==> src/rtl/imem_arbiter.sv <==
// Two-requester arbiter (fetch / loader) for a 1024-word synchronous-read instruction memory.
// Optional build macro: IMEM_ARB_MISALIGN_CHECK_EN (flags misaligned fetches instead of reading).
module imem_arbiter #(
    parameter int ADDR_W       = 10,
    parameter int DATA_W       = 32,
    parameter int LOADER_BURST = 4
) (
    input  logic              clk,
    input  logic              rst_n,
    input  logic              if_req,
    input  logic [31:0]       if_addr,
    output logic              if_gnt,
    output logic              if_rvalid,
    output logic [DATA_W-1:0] if_rdata,
    output logic              if_err,
    input  logic              ld_req,
    input  logic              ld_we,
    input  logic [31:0]       ld_addr,
    input  logic [DATA_W-1:0] ld_wdata,
    output logic              ld_gnt,
    output logic              ld_rvalid,
    output logic [DATA_W-1:0] ld_rdata,
    output logic              mem_en,
    output logic              mem_we,
    output logic [ADDR_W-1:0] mem_addr,
    output logic [DATA_W-1:0] mem_wdata,
    input  logic [DATA_W-1:0] mem_rdata
);

    typedef enum logic [1:0] {
        IDLE  = 2'd0,
        RD_IF = 2'd1,
        RD_LD = 2'd2
    } owner_t;

    localparam logic [3:0] BURST = 4'(LOADER_BURST);

    owner_t     r_owner;
    owner_t     w_owner_nxt;
    logic [3:0] r_cnt;
    logic [3:0] w_cnt_nxt;
    logic       r_err;
    logic       w_err_nxt;
    logic       w_if_gnt;
    logic       w_ld_gnt;
    logic       w_mis;
    logic       w_unused_bits;

`ifdef IMEM_ARB_MISALIGN_CHECK_EN
    assign w_mis = (if_addr[1:0] != 2'b00);
`else
    assign w_mis = 1'b0;
`endif

    assign w_unused_bits = ^{if_addr[31:ADDR_W+2], if_addr[1:0],
                             ld_addr[31:ADDR_W+2], ld_addr[1:0]};

    // Owner, contention counter and misalign flag registers
    always_ff @(posedge clk or negedge rst_n) begin
        if (!rst_n) begin
            r_owner <= IDLE;
            r_cnt   <= 4'd0;
            r_err   <= 1'b0;
        end else begin
            r_owner <= w_owner_nxt;
            r_cnt   <= w_cnt_nxt;
            r_err   <= w_err_nxt;
        end
    end

    // Grant decision and next owner/counter; fetch wins contention only once the loader used its burst
    always_comb begin
        w_if_gnt    = 1'b0;
        w_ld_gnt    = 1'b0;
        w_owner_nxt = IDLE;
        w_cnt_nxt   = r_cnt;
        w_err_nxt   = 1'b0;
        if (!rst_n) begin
            w_cnt_nxt = 4'd0;
        end else if (if_req && (!ld_req || (r_cnt >= BURST))) begin
            w_if_gnt    = 1'b1;
            w_owner_nxt = RD_IF;
            w_cnt_nxt   = 4'd0;
            w_err_nxt   = w_mis;
        end else if (ld_req) begin
            w_ld_gnt    = 1'b1;
            w_owner_nxt = ld_we ? IDLE : RD_LD;
            if (if_req && (r_cnt < BURST)) begin
                w_cnt_nxt = r_cnt + 4'd1;
            end else begin
                w_cnt_nxt = r_cnt;
            end
        end else begin
            w_owner_nxt = IDLE;
        end
    end

    assign if_gnt    = w_if_gnt;
    assign ld_gnt    = w_ld_gnt;
    assign mem_en    = w_ld_gnt | (w_if_gnt & ~w_mis);
    assign mem_we    = w_ld_gnt & ld_we;
    assign mem_addr  = w_if_gnt ? if_addr[ADDR_W+1:2] : ld_addr[ADDR_W+1:2];
    assign mem_wdata = (w_ld_gnt && ld_we) ? ld_wdata : {DATA_W{1'b0}};

    assign if_rvalid = (r_owner == RD_IF);
    assign if_err    = if_rvalid & r_err;
    assign if_rdata  = (if_rvalid && !r_err) ? mem_rdata : {DATA_W{1'b0}};
    assign ld_rvalid = (r_owner == RD_LD);
    assign ld_rdata  = ld_rvalid ? mem_rdata : {DATA_W{1'b0}};

endmodule

==> config.mk <==
export PLATFORM = sky130hd
export DESIGN_NAME = imem_arbiter
export DESIGN_NICKNAME = d
export VERILOG_FILES = /design/src/rtl/imem_arbiter.sv
export SDC_FILE = /design/constraint.sdc
export NUM_CORES = 1
export LEC_CHECK = 0
export CAP_MARGIN = 15
export CORE_AREA = 4 4 93 95
export CTS_CLUSTER_SIZE = 14
export DETAILED_ROUTE_END_ITERATION = 7
export DIE_AREA = 0 0 97 99
export PLACE_DENSITY = 0.67
export SYNTH_ARGS = -nofsm -noshare
export SYNTH_HDL_FRONTEND = slang
export SYNTH_SLANG_ARGS = --single-unit
==> constraint.sdc <==
create_clock -name clk -period 3.3 [get_ports clk]
set_input_delay 0.66 -clock clk [delete_from_list [all_inputs] [get_ports clk]]
set_output_delay 0.66 -clock clk [all_outputs]
set_load 0.02 [all_outputs]
==> impl_metrics.env <==
export IMPL_wirelength_routed_mm=5.707
export IMPL_irDropWorstVdd_uv=108.8
export IMPL_total_setup_violations_reported_at_the_end_of_the_flow=0
export IMPL_yosys_warnings=0
export IMPL_hpwl_mm=4.955
export IMPL_synth_seq_cells=6
export IMPL_initialDrtViolationCount=34
export IMPL_path_class="input pin to output port"
export IMPL_num_io_pins=246
export IMPL_floorplan_initialDensity=0.1414
export IMPL_hold_path_class="register to register"
export IMPL_stdcell_count=449
export IMPL_hold_worst_slack_ns=0.5115
export IMPL_postSynthAreaPerCell_sq_um=7.234
export IMPL_worst_setup_path_endpoint="mem_addr[8]"
export IMPL_cp_end_kind="output port"
export IMPL_clock_tree_from_tritoncts="done"
export IMPL_die_span_in_y_um=99
export IMPL_hold_buffers=0
export IMPL_cts_max_level=1
export IMPL_place_worst_setup_slack_ns=0.1085
export IMPL_maximum_number_of_pins_on_one_net_before_global_route_repair=36
export IMPL_rsz0062_at_grt="no"
export IMPL_clock_path_buffers=2
export IMPL_clkSinkCount=6
export IMPL_hold_viol_final=0
export IMPL_area_growth_synth_to_final_pct=199.5
export IMPL_wl_met3_um=479
export IMPL_worstReg2RegEnd="r_owner[1]$_DFF_PN0_"
export IMPL_mappedNetlistNets=285
export IMPL_pwr_density_cell_nw_per_um2=153.4
export IMPL_worstSkewPairLatency_ns=0.22
export IMPL_synth_largest_area_cell="sky130_fd_sc_hd__and2_1"
export IMPL_globalRouteTotalUtil=0.1049
export IMPL_status="complete, no violations"
export IMPL_ctsResizeCount=0
export IMPL_drv_max_cap_violation_count=0
export IMPL_diodes=0
export IMPL_worst_r2r_cell_count=4
export IMPL_nNetsFinal=483
export IMPL_timing_final_ws_setup_ns=0.1381
export IMPL_first_pass_iteration_count_of_the_detailed_router=4
export IMPL_netlist_cell_type_count=21
export IMPL_drive_above_1_share=0.04323
export IMPL_critical_path_arrival_ns=2.50
export IMPL_grt_remaining_overflow=0
export IMPL_dr_max_layer_used="met4"
export IMPL_vias_per_cell=3.942
export IMPL_reg_to_reg_slack_setup_ns=2.18
export IMPL_worstPathRequired_ns=2.64
export IMPL_met2WireLength_mm=3.012
export IMPL_report_final_slew_viol_count=0
export IMPL_gp_routability_congestion=0.7704
export IMPL_layout_min_cycle_time_ns=3.162
export IMPL_via_count=1770
export IMPL_global_route_wire_length_before_repair_mm=8.418
export IMPL_postSynthCellCount=151
export IMPL_syn_cell_area_sq_um=1092
export IMPL_detail_route_antenna_nets=0
export IMPL_setup_worst_path_start_class="input pin"
export IMPL_vias_in_the_first_global_route=1698
export IMPL_crit_path_start="rst_n"
export IMPL_core_area_sq_um=7727
export IMPL_numCtsBuffers=3
export IMPL_timing_final_crit_share=0.9582
export IMPL_final_setup_tns_ns=0
export IMPL_ys_top_cells_by_area="sky130_fd_sc_hd__and2_1, sky130_fd_sc_hd__and3_1, sky130_fd_sc_hd__dfrtp_1, sky130_fd_sc_hd__mux2_1, sky130_fd_sc_hd__buf_6"
export IMPL_grt_antenna_before_repair=0
export IMPL_wirelength_met1_mm=2.155
export IMPL_post_cts_setup_buffer_count=0
export IMPL_port_buffers=200
export IMPL_netlist_area_leader_share=0.3723
export IMPL_clock_tree_skew_after_final_layout_ns=0.0007444
export IMPL_critical_path_max_fanout=7
export IMPL_drc=0
export IMPL_die_width_um=97
export IMPL_maxClockFrequency_ghz=0.3163
export IMPL_synth_sequential_area_ratio=0.1375
export IMPL_placementRows=32
export IMPL_r2r_start="r_cnt[2]$_DFFE_PN0P_"
export IMPL_clkTransAtPathRegs_ns=0.04
export IMPL_power_leakage_nw=1.362
export IMPL_post_place_cells=446
export IMPL_cts_root_buffer_cell="sky130_fd_sc_hd__clkbuf_8"
export IMPL_drt_wirelength_per_cell_um=12.71
export IMPL_floorplan_die_area_sq_um=9603
where the power goes:
group          total (mW)  switching, mW  leakage (nW)  internal [mW]
registers          0.0774        0.00147        0.0821         0.0759
logic               0.314          0.121          1.26          0.193
clock network       0.110         0.0320        0.0216         0.0784
total               0.502          0.155          1.36          0.347
kinds of logic (layout without fill, tap and decap cells):
family	Yosys count	after routing	synth area share
muxes	10	10	0.1031
DFF	6	6	0.1375
other	1	1	0.003433
AOI/OAI and AO/OA	6	6	0.03666
adders and majority gates	1	1	0.01145
and+or+nand+nor	112	112	0.6220
buffers and inverters	15	211	0.08590
sequential cells by signal, indices dropped and copies added, names as in the netlist:
signal / count
r_cnt: 4
r_owner: 2
per-stage QoR:
step / instance area [sq um] / util / power [mW]
2_1_floorplan: 1092 / - / 0.1900
5_1_grt: 3272 / 0.4234 / 0.5296
6_report: 3272 / 0.4234 / 0.5018
3_3_place_gp: 3231 / 0.4181 / 0.3914
4_1_cts: 3272 / 0.4234 / 0.5095
3_5_place_dp: 3231 / 0.4181 / 0.3951
synth_stat cells:
cell type,n
sky130_fd_sc_hd__o22ai_1,1
sky130_fd_sc_hd__nand2_1,6
sky130_fd_sc_hd__nor2_1,2
sky130_fd_sc_hd__mux2_1,9
sky130_fd_sc_hd__ha_1,1
sky130_fd_sc_hd__nand3_1,2
sky130_fd_sc_hd__and2b_1,1
sky130_fd_sc_hd__o21a_1,1
sky130_fd_sc_hd__conb_1,1
sky130_fd_sc_hd__o31ai_1,1
sky130_fd_sc_hd__buf_6,4
sky130_fd_sc_hd__and3_1,33
sky130_fd_sc_hd__dfrtp_1,6
sky130_fd_sc_hd__o21ai_1,1
sky130_fd_sc_hd__clkbuf_1,9
sky130_fd_sc_hd__nor2b_1,3
sky130_fd_sc_hd__mux2_2,1
sky130_fd_sc_hd__a21oi_2,1
sky130_fd_sc_hd__and2_1,65
sky130_fd_sc_hd__buf_4,2
sky130_fd_sc_hd__o21ai_0,1
critical path, cell delays in order:
cell                              delay (ns)
sky130_fd_sc_hd__clkdlybuf4s50_1        0.56
sky130_fd_sc_hd__nand2_1                0.11
sky130_fd_sc_hd__a21oi_2                0.13
sky130_fd_sc_hd__buf_4                  0.17
sky130_fd_sc_hd__mux2_1                 0.32
sky130_fd_sc_hd__clkdlybuf4s50_1        0.55
per-layer routing:
metal  GRT usage  vias to the layer above
met5           0                        -
met4     0.02484                        0
met3     0.02406                        6
met2      0.2049                      103
met1      0.1134                      773
li1            -                      888
worst min-delay path by stage:
stage,from,end,slack [ns],cells after the start
after floorplan,rst_n,r_cnt[0]$_DFFE_PN0P_,0.36,0
after global placement,r_cnt[0]$_DFFE_PN0P_,r_cnt[0]$_DFFE_PN0P_,0.48,1
after detailed placement,r_cnt[0]$_DFFE_PN0P_,r_cnt[0]$_DFFE_PN0P_,0.50,1
after CTS,r_cnt[0]$_DFFE_PN0P_,r_cnt[0]$_DFFE_PN0P_,0.51,1
after global routing,r_cnt[0]$_DFFE_PN0P_,r_cnt[0]$_DFFE_PN0P_,0.52,1
final,r_cnt[0]$_DFFE_PN0P_,r_cnt[0]$_DFFE_PN0P_,0.51,1
cell type report:
| type | count | area, sq um |
|---|---|---|
| Fill cell | 763 | 4456 |
| Timing Repair Buffer | 208 | 2100 |
| Multi-Input combinational cell | 130 | 853.3 |
| Sequential cell | 6 | 150.1 |
| Tap cell | 102 | 127.6 |
| Clock buffer | 3 | 41.29 |
layout by cell type (no fill, tap or decap):
cell type                         instances
sky130_fd_sc_hd__a21oi_2                  1
sky130_fd_sc_hd__nor2b_2                  2
sky130_fd_sc_hd__dfrtp_1                  6
sky130_fd_sc_hd__ha_1                     1
sky130_fd_sc_hd__and2_1                  65
sky130_fd_sc_hd__nor2_1                   2
sky130_fd_sc_hd__and3_1                  33
sky130_fd_sc_hd__nor2b_1                  1
sky130_fd_sc_hd__o21a_1                   1
sky130_fd_sc_hd__and2b_1                  1
sky130_fd_sc_hd__clkbuf_8                 3
sky130_fd_sc_hd__buf_12                   3
sky130_fd_sc_hd__mux2_1                   9
sky130_fd_sc_hd__conb_1                   1
sky130_fd_sc_hd__buf_4                    5
sky130_fd_sc_hd__nand2_1                  6
sky130_fd_sc_hd__o31ai_1                  1
sky130_fd_sc_hd__clkdlybuf4s50_1        200
sky130_fd_sc_hd__nand3_1                  2
sky130_fd_sc_hd__o22ai_1                  1
sky130_fd_sc_hd__o21ai_0                  1
sky130_fd_sc_hd__mux2_2                   1
sky130_fd_sc_hd__o21ai_1                  1
No activity file was read; power rests on OpenSTA's default activity.
==> RTL edit 1 (same settings) <==
The 3 values of `owner_t` get a one-hot encoding in 3 bits.
--- a/src/rtl/imem_arbiter.sv
+++ b/src/rtl/imem_arbiter.sv
@@ -27,10 +27,10 @@
     input  logic [DATA_W-1:0] mem_rdata
 );
 
-    typedef enum logic [1:0] {
-        IDLE  = 2'd0,
-        RD_IF = 2'd1,
-        RD_LD = 2'd2
+    typedef enum logic [2:0] {
+        IDLE  = 3'b001,
+        RD_IF = 3'b010,
+        RD_LD = 3'b100
     } owner_t;
 
     localparam logic [3:0] BURST = 4'(LOADER_BURST);
Behaviour: same outputs for any inputs over 10 cycles, from zero or initial values and one cycle with rst_n low; not proved beyond that.
==> RTL edit 1 against the original RTL <==
  * Total power down 5.6%
  * Maximum frequency up 0.27%
  * Final cell count up 1.1%
  * Sequential power up 18%
  * Sequential cell count up 1
  * Count of clock-buffer cells in the layout up 1
  * Non-clock buffer count up 1
  * First-iteration DRC count down 56%
  * Wire length up 10%
  * Worst setup slack better by 0.0084 ns
  * Synthesized area up 8.0%
  * Cell area up 2.7%
  * Clock power up 6%
  * Critical endpoint is now mem_wdata[13]
==> RTL edit 1: results (changes against the original RTL) <==
Hold Path Class reg -> reg; placed cells 450 (+0.90%); Pleak 1.48 nW (+8.6%); status finished clean; WP data arrival 2.49 ns (about the same); crit-path max FO 35 (+28); first-pass GRT wire length 9070 um (+7.8%); vias per cell 4.05 (+2.6%); Placed Area 3290 um^2 (+1.7%); Final nets 487 (+0.83%); Syn Inst Count 155 (+2.6%); starting DRC count in detailed routing 15 (-56%); Netlist cell types 25 (+19%); Port Buffers 200 (unchanged); DR vias 1,837 (+3.8%); Post-synth top cells and2_1, and3_1, clkbuf_1; CP startpoint ld_req; Switch Pwr 0.133 mW (-14%); Post-CTS Hold Buffers 0 (unchanged); pre-CTS setup slack -0.0338 ns (-0.142 ns); Seq/Total Area, Yosys 15.0% (+1.2 points); DRC 0 (unchanged); Yosys Warn Count 0 (unchanged); Final Worst Setup Slack 0.147 ns (+0.00844 ns); All-Layer GR Usage 11.5% (+1.1 points); Hold Path Depth 1 (unchanged); main flop type after synthesis dfrtp_1; worst clock skew 0.00139 ns (+0.000646 ns); post-DP HPWL 5520 um (+11%); Critical Path End mem_wdata[13]; TritonCTS Buffers 3 (unchanged); final WL 6290 um (+10%); initial antenna violation count 0 (unchanged); number of global-route vias before repair 1,869 (+10%); Reg2Reg Setup Slack 2.16 ns (-0.02 ns); peak supply drop 0.0922 mV (-15%); Syn Nets 289 (+1.4%); Top Registers r_cnt x4, r_owner x3; share of layout cells above drive strength 1 7.39% (+3.1 points); routability cong. 0.805 (+4.5%); Clock transition at path regs 0.04 ns (about the same); drt pass-1 iters 3 (-1); synth top area cells and2_1, and3_1, dfrtp_1; # fillers 755 (-1.0%); r2r endpoint r_owner[0]
-- RTL edit 1: cell count changes after synthesis, sizes merged --
cell | before | now
nor2b | 3 | 0
nor3b | 0 | 2
a31oi | 0 | 1
and2 | 65 | 66
buf | 6 | 7
dfstp | 0 | 1
inv | 0 | 1
-- RTL edit 1: metrics by stage --
step	TNS, ns	hold WS, ns	utilization, %
after floorplan	0	0.364	-
after global placement	-0.0176	0.476	42.5
after detailed placement	-0.124	0.487	42.5
after CTS	0	0.496	43.2
after global routing	0	0.511	43.5
final	0	0.496	43.5
-- RTL edit 1: what timing repair did --
action,4_1_cts,5_1_grt
setup endpoints to repair,5,8
resized for setup,4,8
setup buffers,0,0
cloned,0,0
-- RTL edit 1: worst min path at each step --
stage | from | end | slack [ns]
after floorplan | rst_n | r_cnt[0] | 0.36
after global placement | r_cnt[1] | r_cnt[1] | 0.48
after detailed placement | r_cnt[1] | r_cnt[1] | 0.49
after CTS | r_cnt[1] | r_cnt[1] | 0.50
after global routing | r_cnt[0] | r_cnt[0] | 0.51
final | r_cnt[0] | r_cnt[0] | 0.50
-- RTL edit 1: per-layer routing --
layer | vias up | GRT usage [%] | share of wire [%]
li1 | 902 | - | -
met1 | 779 | 10.3 | 35
met2 | 150 | 23.0 | 49
met3 | 6 | 6.30 | 15
met4 | 0 | 1.84 | 1.0
met5 | - | 0 | 0
-- RTL edit 1: final cells by class --
cell class                      instances  share of cell area [%]
Multi-Input combinational cell        131                    26.9
Timing Repair Buffer                  209                    62.6
Tap cell                              102                    3.80
Inverter                                1                   0.112
Sequential cell                         7                    5.25
Clock buffer                            4                    1.34
-- RTL edit 1: worst max-delay path, stage by stage --
cell             delay, ns
clkdlybuf4s50_1       0.60
and3_1                0.25
buf_12                0.17
and3_1                0.18
clkdlybuf4s50_1       0.62
-- RTL edit 1: power groups by stage --
stage | logic, mW | clock network (mW) | registers, mW
after floorplan | 0.0933 | 0 | 0.0924
after global placement | 0.267 | 0 | 0.0927
after detailed placement | 0.269 | 0 | 0.0930
after CTS | 0.270 | 0.121 | 0.0918
after global routing | 0.281 | 0.125 | 0.0921
final | 0.265 | 0.117 | 0.0917
-- RTL edit 1: cells by family (layout without fill, tap and decap cells) --
family                   after synthesis  count (layout)  share of synthesized area [%]
AO/OA/AOI/OAI                          7               7                           3.92
adder cells (fa/ha/maj)                1               1                           1.06
buffers and inverters                 17             214                           9.01
flip-flops                             7               7                           15.0
multiplexers                          10              10                           12.1
other                                  1               1                          0.318
AND/OR/NAND/NOR                      112             112                           58.6
==> RTL edit 2 (config.mk and constraints unchanged) <==
Made on the original files. Change the parameter `ADDR_W` from 10 to 9.
--- a/src/rtl/imem_arbiter.sv
+++ b/src/rtl/imem_arbiter.sv
@@ -1,7 +1,7 @@
 // Two-requester arbiter (fetch / loader) for a 1024-word synchronous-read instruction memory.
 // Optional build macro: IMEM_ARB_MISALIGN_CHECK_EN (flags misaligned fetches instead of reading).
 module imem_arbiter #(
-    parameter int ADDR_W       = 10,
+    parameter int ADDR_W       = 9,
     parameter int DATA_W       = 32,
     parameter int LOADER_BURST = 4
 ) (
Ports: changed (resized mem_addr); port bits go from 246 to 245. The function was not compared with the original's and may differ.
==> RTL edit 2 against the original RTL <==
  * Count of clock-buffer cells in the layout is the same
  * Wire length shrank 2.0%
  * Sequential cell count is the same
  * Die area is the same
  * Worst setup slack lost 0.020 ns
  * Synthesized area shrank 1.0%
  * Total power shrank 1.8%
  * Clock skew grew 0.0024 ns
  * Register-to-register slack lost 0.02 ns
  * Final cell count shrank 0.89%
  * First-iteration DRC count shrank 47%
  * Synthesized cell count shrank 1.3%
  * Cell area shrank 1.5%
==> RTL edit 2: results (changes against the original RTL) <==
clock latency on the worst-skew pair 0.22 ns (about the same); largest net degree at the start of global routing 36 (unchanged); Top Registers r_cnt x4, r_owner x2; Port Buffers 197 (-1.5%); Pleak 1.39 nW (+2.2%); Netlist cell types 20 (-4.8%); share of layout cells above drive strength 1 6.12% (+1.8 points); All-Layer GR Usage 10.3% (-0.16 points); pre-CTS setup slack -0.00129 ns (-0.110 ns); main flop type after synthesis dfrtp_1; routability cong. 0.785 (+1.9%); DRC 0 (unchanged); post-DP HPWL 4780 um (-3.6%); largest stage delay on the critical path 0.57 ns; synth top area cells and2_1, and3_1, dfrtp_1; Seq/Total Area, Yosys 13.9% (+0.14 points); starting DRC count in detailed routing 18 (-47%); Max Root-Sink Buffers 2 (unchanged); critical path's slowest cell clkdlybuf4s50_1; WP data arrival 2.52 ns (+0.02 ns); Hold Path Class reg -> reg; Syn Area/Cell 7.26 um^2 (+0.30%); asr flop ratio synth 100% (unchanged); Final nets 479 (-0.83%); Post-synth top cells and2_1, and3_1, clkbuf_1, mux2_2; crit-path max FO 6 (-1); FF-to-FF path depth 4 (unchanged); first-pass GRT wire length 8330 um (-1.1%); Syn Nets 283 (-0.70%); Hold Path Depth 1 (unchanged); TritonCTS Buffers 3 (unchanged); H-tree depth 1 (unchanged); vias per cell 3.98 (+0.84%); CTS root buf clkbuf_8; worst clock skew 0.00310 ns (+0.00236 ns); # fillers 757 (-0.79%); DR vias 1,769 (-0.056%); Placed Area 3150 um^2 (-2.4%); placed cells 440 (-1.3%); drt pass-1 iters 3 (-1); Yosys Warn Count 0 (unchanged); # diodes 0 (unchanged); Clock transition at path regs 0.04 ns (about the same); final WL 5600 um (-2.0%); status finished clean; initial antenna violation count 0 (unchanged); peak supply drop 0.145 mV (+33%)
## RTL edit 2: cell types whose count changed in the layout (fill, tap and decap cells not counted), moves of 2 or more
cell	before	now
clkdlybuf4s50_1	200	191
mux2_1	9	0
mux2_2	1	9
dlymetal6s2s_1	0	6
buf_12	3	1
buf_4	5	7
nor2b_1	1	3
nor2b_2	2	0
## RTL edit 2: cell families (layout without fill, tap and decap cells)
family	count (synthesis)	count (layout)	synth area share (%)
AND/OR/NAND/NOR	112	112	62.8
other	1	1	0.347
AO/OA/AOI/OAI	6	6	4.40
buffers and inverters	14	208	7.99
adder cells (fa/ha/maj)	1	1	1.16
flip-flops	6	6	13.9
multiplexers	9	9	9.38
## RTL edit 2: critical path: cells and delay by family
| kind | cells | cell delay (ns) |
|---|---|---|
| AO/OA/AOI/OAI | 1 | 0.14 |
| AND/OR/NAND/NOR | 1 | 0.14 |
| multiplexers | 1 | 0.32 |
| buffers and inverters | 3 | 1.26 |
## RTL edit 2: area by class of cell
class | count | area [um^2] | area share [%]
multi-input combinational | 129 | 845 | 26.2
tap | 102 | 128 | 3.96
clock buffer | 3 | 41.3 | 1.28
timing repair buffer | 205 | 2060 | 63.9
sequential | 6 | 150 | 4.66
## RTL edit 2: through the flow
stage	power (mW)	hold WS, ns
after global placement	0.383	0.477
after CTS	0.500	0.494
final	0.493	0.491
after global routing	0.520	0.528
after detailed placement	0.386	0.486
after floorplan	0.190	0.364
## RTL edit 2: what timing repair did
action / CTS / global route
setup endpoints to repair: 2 / 6
gates resized for setup: 0 / 6
setup buffers: 2 / 0
## RTL edit 2: worst paths after layout
path	start	end	slack (ns)
max in group asynchronous	rst_n	r_owner[0]	2.30
min	r_cnt[0]	r_cnt[0]	0.49
min reg2reg	r_cnt[0]	r_cnt[0]	0.49
max	rst_n	mem_addr[0]	0.12
min in group asynchronous	rst_n	r_cnt[0]	0.64
max reg2reg	r_cnt[3]	r_owner[1]	2.16
## RTL edit 2: report_power, final
group	internal, mW	switching [mW]	leakage (nW)	total (mW)
registers	0.0759	0.00110	0.0821	0.0770
clock network	0.0784	0.0321	0.0216	0.110
logic	0.186	0.119	1.29	0.305
total	0.341	0.152	1.39	0.493
## RTL edit 2: per-layer routing
metal	vias to the layer above	track usage (%)	part of all wire [%]
met5	-	0	0
met4	0	1.94	0.64
met3	4	2.69	11
met2	135	19.7	49
met1	748	11.6	39
li1	882	-	-
